--- src/rtl/fractal_sync_pkg.sv ---
// Shared types for the fractal-sync node: request layout, join FSM states and the destination merge.
package fractal_sync_pkg;

  localparam int unsigned ID_W   = 4;
  localparam int unsigned AGGR_W = 2;
  localparam int unsigned DST_W  = 4;

  typedef struct packed {
    logic [AGGR_W-1:0] aggr;
    logic [ID_W-1:0]   id;
  } fsync_sig_t;

  typedef struct packed {
    logic             sync;
    fsync_sig_t       sig;
    logic [DST_W-1:0] dst;
  } fsync_req_t;

  typedef enum logic [1:0] {
    IDLE,
    WAIT_L,
    WAIT_R,
    SEND
  } join_state_e;

  function automatic logic [DST_W-1:0] fsync_join_dst(input logic [DST_W-1:0] dst_l,
                                                      input logic [DST_W-1:0] dst_r);
    return dst_l | dst_r;
  endfunction

endpackage

--- src/rtl/fractal_sync_join_timer.sv ---
// Saturating single-side wait counter with a sticky timeout flag; only built with FRACTAL_SYNC_JOIN_TIMEOUT_EN.
module fractal_sync_join_timer #(
  parameter int unsigned TIMEOUT_CYCLES = 1024
) (
  input  logic clk_i,
  input  logic rst_ni,
  input  logic wait_i,
  output logic timeout_o
);

  localparam int unsigned CW = $clog2(TIMEOUT_CYCLES + 1);
  localparam logic [CW-1:0] LIMIT = CW'(TIMEOUT_CYCLES);

  logic [CW-1:0] r_cnt;
  logic          r_timeout;

  always_ff @(posedge clk_i or negedge rst_ni) begin
    if (!rst_ni) begin
      r_cnt     <= '0;
      r_timeout <= 1'b0;
    end else begin
      if (!wait_i) begin
        r_cnt <= '0;
      end else if (r_cnt != LIMIT) begin
        r_cnt <= r_cnt + 1'b1;
      end
      if (r_cnt == LIMIT) begin
        r_timeout <= 1'b1;
      end
    end
  end

  assign timeout_o = r_timeout;

endmodule

--- src/rtl/fractal_sync_join.sv ---
// Joins left/right rx FIFO heads of one fractal-sync node into a single registered request.
// Optional single-side wait timeout enabled by defining FRACTAL_SYNC_JOIN_TIMEOUT_EN.
module fractal_sync_join
  import fractal_sync_pkg::*;
#(
  parameter type         fsync_req_t    = fractal_sync_pkg::fsync_req_t,
  parameter int unsigned TIMEOUT_CYCLES = 1024
) (
  input  logic       clk_i,
  input  logic       rst_ni,
  input  logic       empty_l_i,
  input  fsync_req_t req_l_i,
  output logic       pop_l_o,
  input  logic       empty_r_i,
  input  fsync_req_t req_r_i,
  output logic       pop_r_o,
  output logic       valid_o,
  output fsync_req_t req_o,
  input  logic       ready_i,
  output logic       error_mismatch_o,
  output logic       error_timeout_o
);

  join_state_e r_state;
  logic        r_valid;
  fsync_req_t  r_req;

  logic       w_eval;
  logic       w_both;
  logic       w_match;
  logic       w_pop;
  fsync_req_t w_merged;
  logic       w_unused;

  if (TIMEOUT_CYCLES == 0) begin : g_bad_timeout
    $error("fractal_sync_join: TIMEOUT_CYCLES must be greater than zero");
  end

  assign w_eval  = (r_state != SEND) || ready_i;
  assign w_both  = !empty_l_i && !empty_r_i;
  assign w_match = (req_l_i.sig.id == req_r_i.sig.id) && (req_l_i.sig.aggr == req_r_i.sig.aggr);
  // Gated by reset so the FIFOs are never popped while the join is held in reset.
  assign w_pop   = rst_ni && w_eval && w_both;

  assign pop_l_o          = w_pop;
  assign pop_r_o          = w_pop;
  assign error_mismatch_o = w_pop && !w_match;
  assign w_unused         = req_l_i.sync ^ req_r_i.sync;

  always_comb begin
    w_merged      = '0;
    w_merged.sync = 1'b1;
    w_merged.sig  = req_l_i.sig;
    w_merged.dst  = fsync_join_dst(req_l_i.dst, req_r_i.dst);
  end

  always_ff @(posedge clk_i or negedge rst_ni) begin
    if (!rst_ni) begin
      r_state <= IDLE;
      r_valid <= 1'b0;
      r_req   <= '0;
    end else if (w_eval) begin
      if (w_both && w_match) begin
        r_state <= SEND;
        r_valid <= 1'b1;
        r_req   <= w_merged;
      end else begin
        r_valid <= 1'b0;
        r_req   <= '0;
        if (w_both || (empty_l_i && empty_r_i)) begin
          r_state <= IDLE;
        end else if (empty_l_i) begin
          r_state <= WAIT_L;
        end else begin
          r_state <= WAIT_R;
        end
      end
    end
  end

  assign valid_o = r_valid;
  assign req_o   = r_req;

`ifdef FRACTAL_SYNC_JOIN_TIMEOUT_EN
  fractal_sync_join_timer #(
    .TIMEOUT_CYCLES(TIMEOUT_CYCLES)
  ) u_timer (
    .clk_i    (clk_i),
    .rst_ni   (rst_ni),
    .wait_i   ((r_state == WAIT_L) || (r_state == WAIT_R)),
    .timeout_o(error_timeout_o)
  );
`else
  assign error_timeout_o = 1'b0;
`endif

endmodule
--- config.mk ---
export PLATFORM = sky130hd
export DESIGN_NAME = fractal_sync_join
export DESIGN_NICKNAME = d
export VERILOG_FILES = /design/src/rtl/fractal_sync_pkg.sv /design/src/rtl/fractal_sync_join_timer.sv /design/src/rtl/fractal_sync_join.sv
export SDC_FILE = /design/constraint.sdc
export NUM_CORES = 1
export LEC_CHECK = 0
export BUFFER_PORTS_ARGS = -buffer_cell sky130_fd_sc_hd__buf_4
export CAP_MARGIN = 0
export CORE_AREA = 5 5 47 49
export CTS_CLUSTER_SIZE = 12
export DETAILED_ROUTE_END_ITERATION = 8
export DIE_AREA = 0 0 52 54
export PLACE_DENSITY = 0.8
export SYNTH_ARGS = -nofsm -noshare
export SYNTH_HDL_FRONTEND = slang
export SYNTH_SLANG_ARGS = --single-unit
--- constraint.sdc ---
create_clock -name clk_i -period 2.76 [get_ports clk_i]
set_input_delay 0.552 -clock clk_i [delete_from_list [all_inputs] [get_ports clk_i]]
set_output_delay 0.552 -clock clk_i [all_outputs]
set_load 0.01 [all_outputs]
# After elaboration in Yosys (flattened, before gate mapping)
# Cells that the tools add are included.
# totals
ff_bits	14
elab_cells	27
# classes
n_eq_ne	3
muxes	5
bitwise_logic	1
reduce_logical	12
# ops
op	n
$mux W11	1
$logic_and A1 B1 Y1	7
$mux W2	3
$eq A4 B4 Y1	1
$or A4 B4 Y4	1
$logic_not A1 Y1	3
$eq A2 B2 Y1	1
$logic_or A1 B1 Y1	2
$ne A2 B2 Y1 const B	1
$mux W1	1

# Depth between registers and ports, before layout
# Gate-level depths: netlist (run 1).
# logic_depth
word_depth	5
depth_mapped	4
ltp_nobuf	3

# Least setup slack after synthesis (run 1)
# OpenSTA, ideal clock, no wires.
# synth_path
kind	input -> output
startpoint	in req_r_i[5] (netlist bit)
endpoint	out error_mismatch_o
t_arrival_ps	1273
path_slack_ps	935
cell_stages	4
n_path_buf	1
cell_sequence	xnor2_1 -> nand4_2 -> buf_6 -> o21a_1
# synth_between
elab_chain_len	4
# synth_rtl
element	line	text
start: declaration	fractal_sync_join.sv:15	input fsync_req_t req_r_i,
$eq A4 B4 Y1	fractal_sync_join.sv:41	assign w_match = (req_l_i.sig.id == req_r_i.sig.id) && (req_l_i.sig.aggr == req_r_i.sig.aggr);
$logic_and A1 B1 Y1	fractal_sync_join.sv:41	
$logic_not A1 Y1	fractal_sync_join.sv:47	assign error_mismatch_o = w_pop && !w_match;
$logic_and A1 B1 Y1	fractal_sync_join.sv:47	
end: declaration	fractal_sync_join.sv:20	output logic error_mismatch_o,
# Every way passes these cells.

# Final worst setup path (run 1)
# layout_path
startpoint	in req_r_i[7] (netlist bit)
endpoint	out error_mismatch_o
# The elaborated chain is that of the path after synthesis.

==> results.md, run 1 <==
- Clock latency on the worst-skew pair: 0.27 ns
- IO buf count: 39
- Post-synth net total: 98
- Worst path slowest cell: o21a_1
- Initial Util: 39.8%
- Leading area contributor after synthesis: dfrtp_1
- Sequential share of the synthesized area: 44.8%
- Post-synth EDFFs: 0
- Post-Syn Area: 726 µm²
- Share of cells above drive strength 1: 47.7%
- Setup Viol. Count Final: 0
- Ports: 43
- R2R setup slack: 1.23 ns
- Synth Flop Type: dfrtp_1
- Critical Path End: error_mismatch_o
- Max-Cap Viols: 0
- Slew Limit Fails: 0
- Syn avg cell area: 10.2 µm²
- Layout Nets: 137
- Via count: 649
- Remaining antenna violation count after routing: 0
- Fill count: 165
- H-Tree Depth: 1
- Req. time, crit path: 2.21 ns
- Least-Margin Pin Slew: 0.577 ns
- Synth top area share: 44.8%
- Cts bufs inserted: 3
- Layout Cells excl Fill: 136
- Hold_ws: 0.110 ns
- WL final: 1.61 mm
- Area grow syn2layout: 42.9%
- CTS clk-pin slew, worst paths: 0.07 ns
- Vias in the first global route: 585
- CTS tree: yes
- Synthesized flop and latch total: 13
- GP Congestion: 0.793
- Most common library cells after synthesis: dfrtp_1, nand2_1, inv_1, o31ai_2, xnor2_1
- Kind of end point of the critical path: output port
- Worst Hold Class: input pin to asynchronous set/reset pin
- Grt total ovfl: 0
- Hold Fails Final Rpt: 0
- Largest net degree at the start of global routing: 15
- WP depth: 5
- Outcome: completed
- Worst path buffer plus inverter count: 2
- Pwr Density: 368 nW/µm²
- Peak supply drop: 0.231 mV
- RSZ-0062 raised after global routing: no
- Syn Inst Count: 71
- Largest stage delay, worst path: 0.20 ns
- Crit Path Class: input pin to output port
- Startpoint Class: input pin
- Die area: 2810 µm²
- Crit-path cells: buf_4 -> xnor2_1 -> nand2_1 -> o21a_1 -> buf_4
- Routed len/inst: 11.9 µm
- Final worst path period need: 1.90 ns
- CP delay by family, top: buffers and inverters
- Die width: 52 µm
- Fmax: 526 MHz
- Synth cell types: 20
- FF-to-FF Start: r_state[0]$_DFFE_PN0P_
- Initial DRC Count: 5
- Setup TNS: 0 ns
- Rows: 16
- Initial antenna violation count: 0
- Share of synthesized registers carrying an async set or reset: 100%
- Most common cell in the netlist: dfrtp_1
- Worst R2R End: req_o[1]$_DFFE_PN0P_
- Clk_skew: 0.000410 ns
- CTS resizes: 0
- Leakage Power: 0.526 nW
- Cell mode on critical path: buf_4
- HPWL Detailed: 1.28 mm
- First-pass GRT wire length: 2.44 mm
- Critical path startpoint: req_r_i[7]
- Clk buf depth: 2
- Core area: 1820 µm²
- # hold bufs at CTS: 0
- Final period utilization: 68.9%
- Yosys warnings: 0
- Setup Buffers After CTS: 0
- Global-route usage over all layers: 12.0%
- CP Data Arrival Time: 1.35 ns
- DRC viols: 0
- Crit path max fanout: 3
- Synth top area cells: dfrtp_1, o31ai_2, xnor2_1
- Slew margin rel.: 61.4%
- Reg2Reg Depth: 3
- Die height: 54 µm
- Dpl cells: 132
- DR vias/cell: 4.77
- # diodes: 0
- CTS root buffer: clkbuf_4
- Pre-Repair DR Iteration Count: 4
- Clock sinks: 13
-- worst register-to-register path, stage by stage, from the launching register on --
cell	delay, ns
dfrtp_1	0.38
nand3b_1	0.14
nand4_1	0.48
o31ai_1	0.43
-- layout make-up --
type	instances	area, µm²	area share [%]
well taps	27	33.8	3.26
multi-input cells	45	325	31.4
inverters	7	26.3	2.53
repair buffers	40	300	29.0
clock buffers	4	26.3	2.53
flip-flops and latches	13	325	31.4
-- where the power goes --
part           leakage [nW]  switching [mW]  internal, mW
logic                 0.332          0.0357        0.0383
registers             0.179         0.00130         0.193
clock network        0.0150          0.0570        0.0560
-- stage by stage --
step / instance area, µm² / setup slack [ns] / power, mW / util [%]
finish: 1040 / 0.857 / 0.381 / 56.9
global route: 1040 / 0.813 / 0.402 / 56.9
CTS: 1040 / 0.826 / 0.386 / 56.9
detailed placement: 1010 / 0.842 / 0.273 / 55.5
global placement: 1010 / 0.863 / 0.271 / 55.5
floorplan: 726 / 0.935 / 0.235 / -
-- worst min-delay path by stage --
stage,depth (start not counted),start,endpoint,slack (ns)
2_1_floorplan,0,rst_ni,r_state[0]$_DFFE_PN0P_,0.26
3_3_place_gp,1,rst_ni,r_state[0]$_DFFE_PN0P_,0.40
3_5_place_dp,1,rst_ni,r_state[1]$_DFFE_PN0P_,0.41
4_1_cts,1,rst_ni,r_state[1]$_DFFE_PN0P_,0.11
5_1_grt,1,rst_ni,r_state[1]$_DFFE_PN0P_,0.10
6_report,1,rst_ni,r_state[0]$_DFFE_PN0P_,0.11
-- layer usage --
layer	GRT usage, %	vias up	part of all wire [%]
met1	13.8	311	37
met4	5.24	0	1.7
li1	-	309	-
met2	20.3	25	54
met3	3.88	4	7.8
met5	0	-	0
-- cells in the final DEF (no fill, tap or decap), types with 2 or more instances in the layout --
cell,n
o21a_1,2
clkbuf_4,3
o31ai_2,7
dfrtp_1,13
nor2_1,5
inv_1,7
o31ai_1,4
nand2_1,12
buf_4,40
xnor2_1,6
-- sequential cells by signal, indices dropped and copies added, names as in the netlist --
register	flops
valid_o	1
r_state	2
req_o	10
-- cell families after synthesis --
kind of cell	count (synthesis)	share of synthesized area, %
AND/OR/NAND/NOR	22	14.5
AO/OA/AOI/OAI	16	22.6
flip-flops	13	44.8
buffers and inverters	13	10.3
XOR/XNOR	6	7.24
other	1	0.517
Note: power is estimated with default switching activity, not from simulation.
==> run 2: changes to the inputs <==
- CORE_AREA: 5 5 47 49 -> 5 5 48 50
- DIE_AREA: 0 0 52 54 -> 0 0 53 55
- PLACE_DENSITY: 0.8 -> 0.77
- clock period: 2.76 -> 2 ns (I/O delays scaled with it)
==> results.md, run 2 (synthesis gave the netlist of run 1 again) <==
- Leakage Power: 0.535 nW (+1.6%)
- Req. time, crit path: 1.60 ns (-0.61 ns)
- Pre-Repair DR Iteration Count: 4 (unchanged)
- Slew margin rel.: 58.5% (-2.9 points)
- Ports: 43 (unchanged)
- DRC viols: 0 (unchanged)
- Clock latency on the worst-skew pair: 0.27 ns (about the same)
- Setup Viol. Count Final: 0 (unchanged)
- Hold Fails Final Rpt: 0 (unchanged)
- CTS tree: yes
- Die height: 55 µm (+1.9%)
- Routed len/inst: 13.0 µm (+9.3%)
- Clk_skew: 0.00682 ns (+0.00641 ns)
- First-pass GRT wire length: 2.76 mm (+13%)
- Final period utilization: 85.1%
- Post-Place Cell Area: 1020 µm² (+0.74%)
- Fin area: 1050 µm² (+1.7%)
- Core area: 1860 µm² (+2.2%)
- Crit path max fanout: 3 (unchanged)
- IO buf count: 39 (unchanged)
- Initial DRC Count: 7 (+2)
- Outcome: completed
- Crit Path Class: flop to output port
- GP Congestion: 0.760 (-4.2%)
- Critical path startpoint: r_state[1]$_DFFE_PN0P_
- Clk buf depth: 2 (unchanged)
- Largest net degree at the start of global routing: 14 (-1)
- R2R setup slack: 0.65 ns (-0.58 ns)
- H-Tree Depth: 1 (unchanged)
- Via count: 636 (-2.0%)
- Final worst path period need: 1.70 ns
- CTS clk-pin slew, worst paths: 0.08 ns (about the same)
- CP Data Arrival Time: 1.30 ns (-0.05 ns)
- Die width: 53 µm (+1.9%)
- Initial antenna violation count: 0 (unchanged)
- Peak supply drop: 0.276 mV (+19%)
- Fill count: 172 (+4.2%)
- Setup TNS: 0 ns (unchanged)
- Clock sinks: 13 (unchanged)
- Max-Cap Viols: 0 (unchanged)
- Remaining antenna violation count after routing: 0 (unchanged)
- Share of cells above drive strength 1: 47.7% (about the same)
- Max FFs per register: 10 (unchanged)
- Pwr Density: 507 nW/µm² (+38%)
- Least-Margin Pin Slew: 0.620 ns (+0.0430 ns)
- Layout Nets: 139 (+1.5%)
- Commonest non-fill, non-tap cells in the layout: buf_4, dfrtp_1, nand2_1
- Setup Buffers After CTS: 0 (unchanged)
- Hold wc startpoint: empty_l_i
- RSZ-0062 raised after global routing: no
- # diodes: 0 (unchanged)
- Cts bufs inserted: 3 (unchanged)
- WL final: 1.79 mm (+11%)
- Global-route usage over all layers: 12.7% (+0.76 points)
- Worst Hold Class: input pin to flop
- Multi-input gate area: 325 µm² (unchanged)
- Grt total ovfl: 0 (unchanged)
- Slew Limit Fails: 0 (unchanged)
- Area grow syn2layout: 45.3%
- FF-to-FF Start: r_state[1]$_DFFE_PN0P_
- FF+latch area: 325 µm² (unchanged)
- Rows: 16 (unchanged)
- Startpoint Class: flop
- CTS root buffer: clkbuf_4
- HPWL Detailed: 1.39 mm (+8.6%)
- CTS resizes: 0 (unchanged)
- Most common cell after layout, fill and taps aside: buf_4
- Vias in the first global route: 669 (+14%)
- Die area: 2920 µm² (+3.8%)
- DR vias/cell: 4.61 (-3.4%)
- Fmax: 588 MHz
- Kind of end point of the critical path: output port
- Initial Util: 39.0% (-0.86 points)
run 2: changes by cell type in the layout (fill, tap and decap cells not counted), sizes merged:
cell / previous run / this run
dlygate4sd3: 0 / 1
buf: 40 / 41
run 2: path summary, 6_finish.rpt:
path                                     endpoint  cells past startpoint
setup / recovery                 error_mismatch_o                      4
hold / removal             r_state[1]$_DFFE_PN0P_                      2
setup reg to reg             req_o[4]$_DFFE_PN0P_                      4
hold reg to reg              req_o[2]$_DFFE_PN0P_                      2
max in group asynchronous    req_o[1]$_DFFE_PN0P_                      2
min in group asynchronous  r_state[0]$_DFFE_PN0P_                      2
run 2: cell type report:
cell class / count / area share, %
Sequential cell: 13 / 30.8
Timing Repair Buffer: 42 / 30.1
Inverter: 7 / 2.49
Tap cell: 27 / 3.20
Multi-Input combinational cell: 45 / 30.8
Clock buffer: 4 / 2.49
run 2: timing repair:
action,in CTS,in global routing
hold endpoints to repair,13,0
hold buffers,1,0
endpoints found under the setup margin,0,0
run 2: layer usage:
| layer | track usage [%] | vias up | routed length [µm] |
|---|---|---|---|
| met5 | 0 | - | 0 |
| met4 | 7.23 | 0 | 0 |
| met3 | 1.34 | 0 | 92 |
| met2 | 23.8 | 25 | 1010 |
| met1 | 14.1 | 295 | 687 |
| li1 | - | 316 | - |
run 2: worst max-delay path: stages, from the launching register on:
cell	delay [ns]
dfrtp_1	0.38
nand3b_1	0.15
and3_1	0.24
o21a_1	0.14
buf_4	0.12
run 2: stage by stage:
stage | total power, mW | hold slack, ns | worst slack [ns] | utilization (%) | std cells
2_1_floorplan | 0.324 | 0.104 | 0.479 | - | 71
3_3_place_gp | 0.376 | 0.254 | 0.405 | 54.7 | 133
3_5_place_dp | 0.379 | 0.257 | 0.379 | 54.7 | 133
4_1_cts | 0.544 | 0.315 | 0.295 | 56.7 | 138
5_1_grt | 0.568 | 0.318 | 0.248 | 56.7 | 138
6_report | 0.535 | 0.329 | 0.299 | 56.7 | 138
run 2: where the power goes:
part	internal (mW)	switching (mW)	leakage, nW
clock	0.0771	0.0823	0.0150
combinational	0.0551	0.0522	0.340
sequential	0.266	0.00170	0.179
==> run 3: changes to the inputs <==
- CORE_AREA: 5 5 48 50 -> 5 5 46 52
- DIE_AREA: 0 0 53 55 -> 0 0 51 57
==> results.md, run 3 (synthesis gave the netlist of run 1 again) <==
- Hold_ws: 0.325 ns (-0.00362 ns)
- DRC viols: 0 (unchanged)
- Share of cells above drive strength 1: 47.7% (unchanged)
- Global-route usage over all layers: 12.4% (-0.36 points)
- Slew Limit Fails: 0 (unchanged)
- DR vias/cell: 4.95 (+7.3%)
- Largest net degree at the start of global routing: 14 (unchanged)
- Core area: 1890 µm² (+1.7%)
- Crit Path Class: flop to output port
- CTS root buffer: clkbuf_4
- Fill count: 181 (+5.2%)
- Clock sinks: 13 (unchanged)
- Clk buf depth: 2 (unchanged)
- Fmax: 607 MHz (+3.3%)
- Ports: 43 (unchanged)
- Worst path slowest cell: dfrtp_1
- Pwr Density: 512 nW/µm² (+0.87%)
- Layout Nets: 139 (unchanged)
- Startpoint Class: flop
- Die width: 51 µm (-3.8%)
- Post-Place Cell Area: 1010 µm² (-0.98%)
- Hold wc startpoint: empty_l_i
- CTS tree: yes
- Final core occ: 55.2% (-1.5 points)
- Pre-CTS WS: 0.366 ns (-0.0129 ns)
- IO buf count: 39 (unchanged)
- Final period utilization: 82.4% (-2.7 points)
- Initial DRC Count: 1 (-6)
- Die height: 57 µm (+3.6%)
- Grt total ovfl: 0 (unchanged)
- CTS resizes: 0 (unchanged)
- Leakage Power: 0.535 nW (unchanged)
- Die area: 2910 µm² (-0.27%)
- CTS clk-pin slew, worst paths: 0.08 ns (about the same)
- Initial Util: 38.3% (-0.64 points)
- Clk_skew: 0.00217 ns (-0.00465 ns)
- Slew margin rel.: 58.8% (+0.29 points)
- Least-Margin Pin Slew: 0.616 ns (-0.00431 ns)
- GP Congestion: 0.701 (-7.7%)
- CP Data Arrival Time: 1.25 ns (-0.05 ns)
- Outcome: completed
- Critical path startpoint: r_state[0]$_DFFE_PN0P_
- H-Tree Depth: 1 (unchanged)
- Fin area: 1040 µm² (-0.95%)
- WL final: 1.68 mm (-6.3%)
- Multi-input gate area: 325 µm² (unchanged)
- Cts bufs inserted: 3 (unchanged)
- Via count: 643 (+1.1%)
- HPWL Detailed: 1.33 mm (-3.9%)
- Largest stage delay, worst path: 0.38 ns (about the same)
- Peak supply drop: 0.260 mV (-5.9%)
- Setup ws final: 0.353 ns (+0.0540 ns)
- Rows: 17 (+1)
- Req. time, crit path: 1.60 ns (about the same)
- Most common cell after layout, fill and taps aside: buf_4
- Kind of end point of the critical path: output port
- Crit-path cells: nand3b_1 -> and3_1 -> o21a_1 -> buf_4
- Worst path buffer plus inverter count: 1 (unchanged)
- Initial antenna violation count: 0 (unchanged)
- Pre-Repair DR Iteration Count: 2 (-2)
- Worst Hold Class: input pin to flop
- RSZ-0062 raised after global routing: no
- Area grow syn2layout: 44.0%
- CP delay by family, top: flip-flops
- Clock latency on the worst-skew pair: 0.27 ns (about the same)
- Routed len/inst: 12.9 µm (-0.50%)
- Vias in the first global route: 661 (-1.2%)
- FF+latch area: 325 µm² (unchanged)
- Commonest non-fill, non-tap cells in the layout: buf_4, dfrtp_1, nand2_1
- First-pass GRT wire length: 2.78 mm (+0.72%)
- Hold Fails Final Rpt: 0 (unchanged)
- FF-to-FF Start: r_state[0]$_DFFE_PN0P_
- Crit path max fanout: 3 (unchanged)
- Remaining antenna violation count after routing: 0 (unchanged)
- Setup Viol. Count Final: 0 (unchanged)
- Final worst path period need: 1.65 ns (-0.0540 ns)
- Setup TNS: 0 ns (unchanged)
- # diodes: 0 (unchanged)
- Max FFs per register: 10 (unchanged)
- Max-Cap Viols: 0 (unchanged)
==> run 3: path summary, 6_finish.rpt <==
check	slack, ns	depth (start not counted)	end
max in group asynchronous	0.93	2	req_o[8]$_DFFE_PN0P_
hold / removal	0.33	2	r_state[1]$_DFFE_PN0P_
min in group asynchronous	0.67	2	req_o[7]$_DFFE_PN0P_
hold reg to reg	0.49	2	req_o[1]$_DFFE_PN0P_
setup / recovery	0.35	4	error_mismatch_o
setup reg to reg	0.87	4	req_o[0]$_DFFE_PN0P_
==> run 3: through the flow <==
stage	std cells	total power [mW]
after global placement	125	0.376
after floorplan	71	0.324
final	130	0.534
after detailed placement	125	0.378
after CTS	130	0.546
after global routing	130	0.565
==> run 3: where the power goes <==
part | switching [mW] | internal, mW | leakage [nW]
combinational | 0.0495 | 0.0551 | 0.340
sequential | 0.00175 | 0.266 | 0.179
clock | 0.0845 | 0.0772 | 0.0150
total | 0.136 | 0.399 | 0.535
==> run 3: per-layer routing <==
| layer | up-vias | wire length [µm] | global-route usage (%) |
|---|---|---|---|
| met1 | 303 | 624 | 13.4 |
| met4 | 0 | 21 | 6.92 |
| met3 | 2 | 119 | 1.83 |
| met2 | 23 | 910 | 22.5 |
| met5 | - | 0 | 0 |
| li1 | 315 | - | - |
==> run 3: repair_timing <==
item / in CTS / in global routing
buffers inserted: 0 / 0
hold endpoints to repair: 13 / 0
hold buffers: 1 / 0
==> run 3: cell type report <==
type | count | area share, %
Sequential cell | 13 | 31.1
Clock buffer | 4 | 2.51
Multi-Input combinational cell | 45 | 31.1
Inverter | 7 | 2.51
Tap cell | 19 | 2.28
Timing Repair Buffer | 42 | 30.4
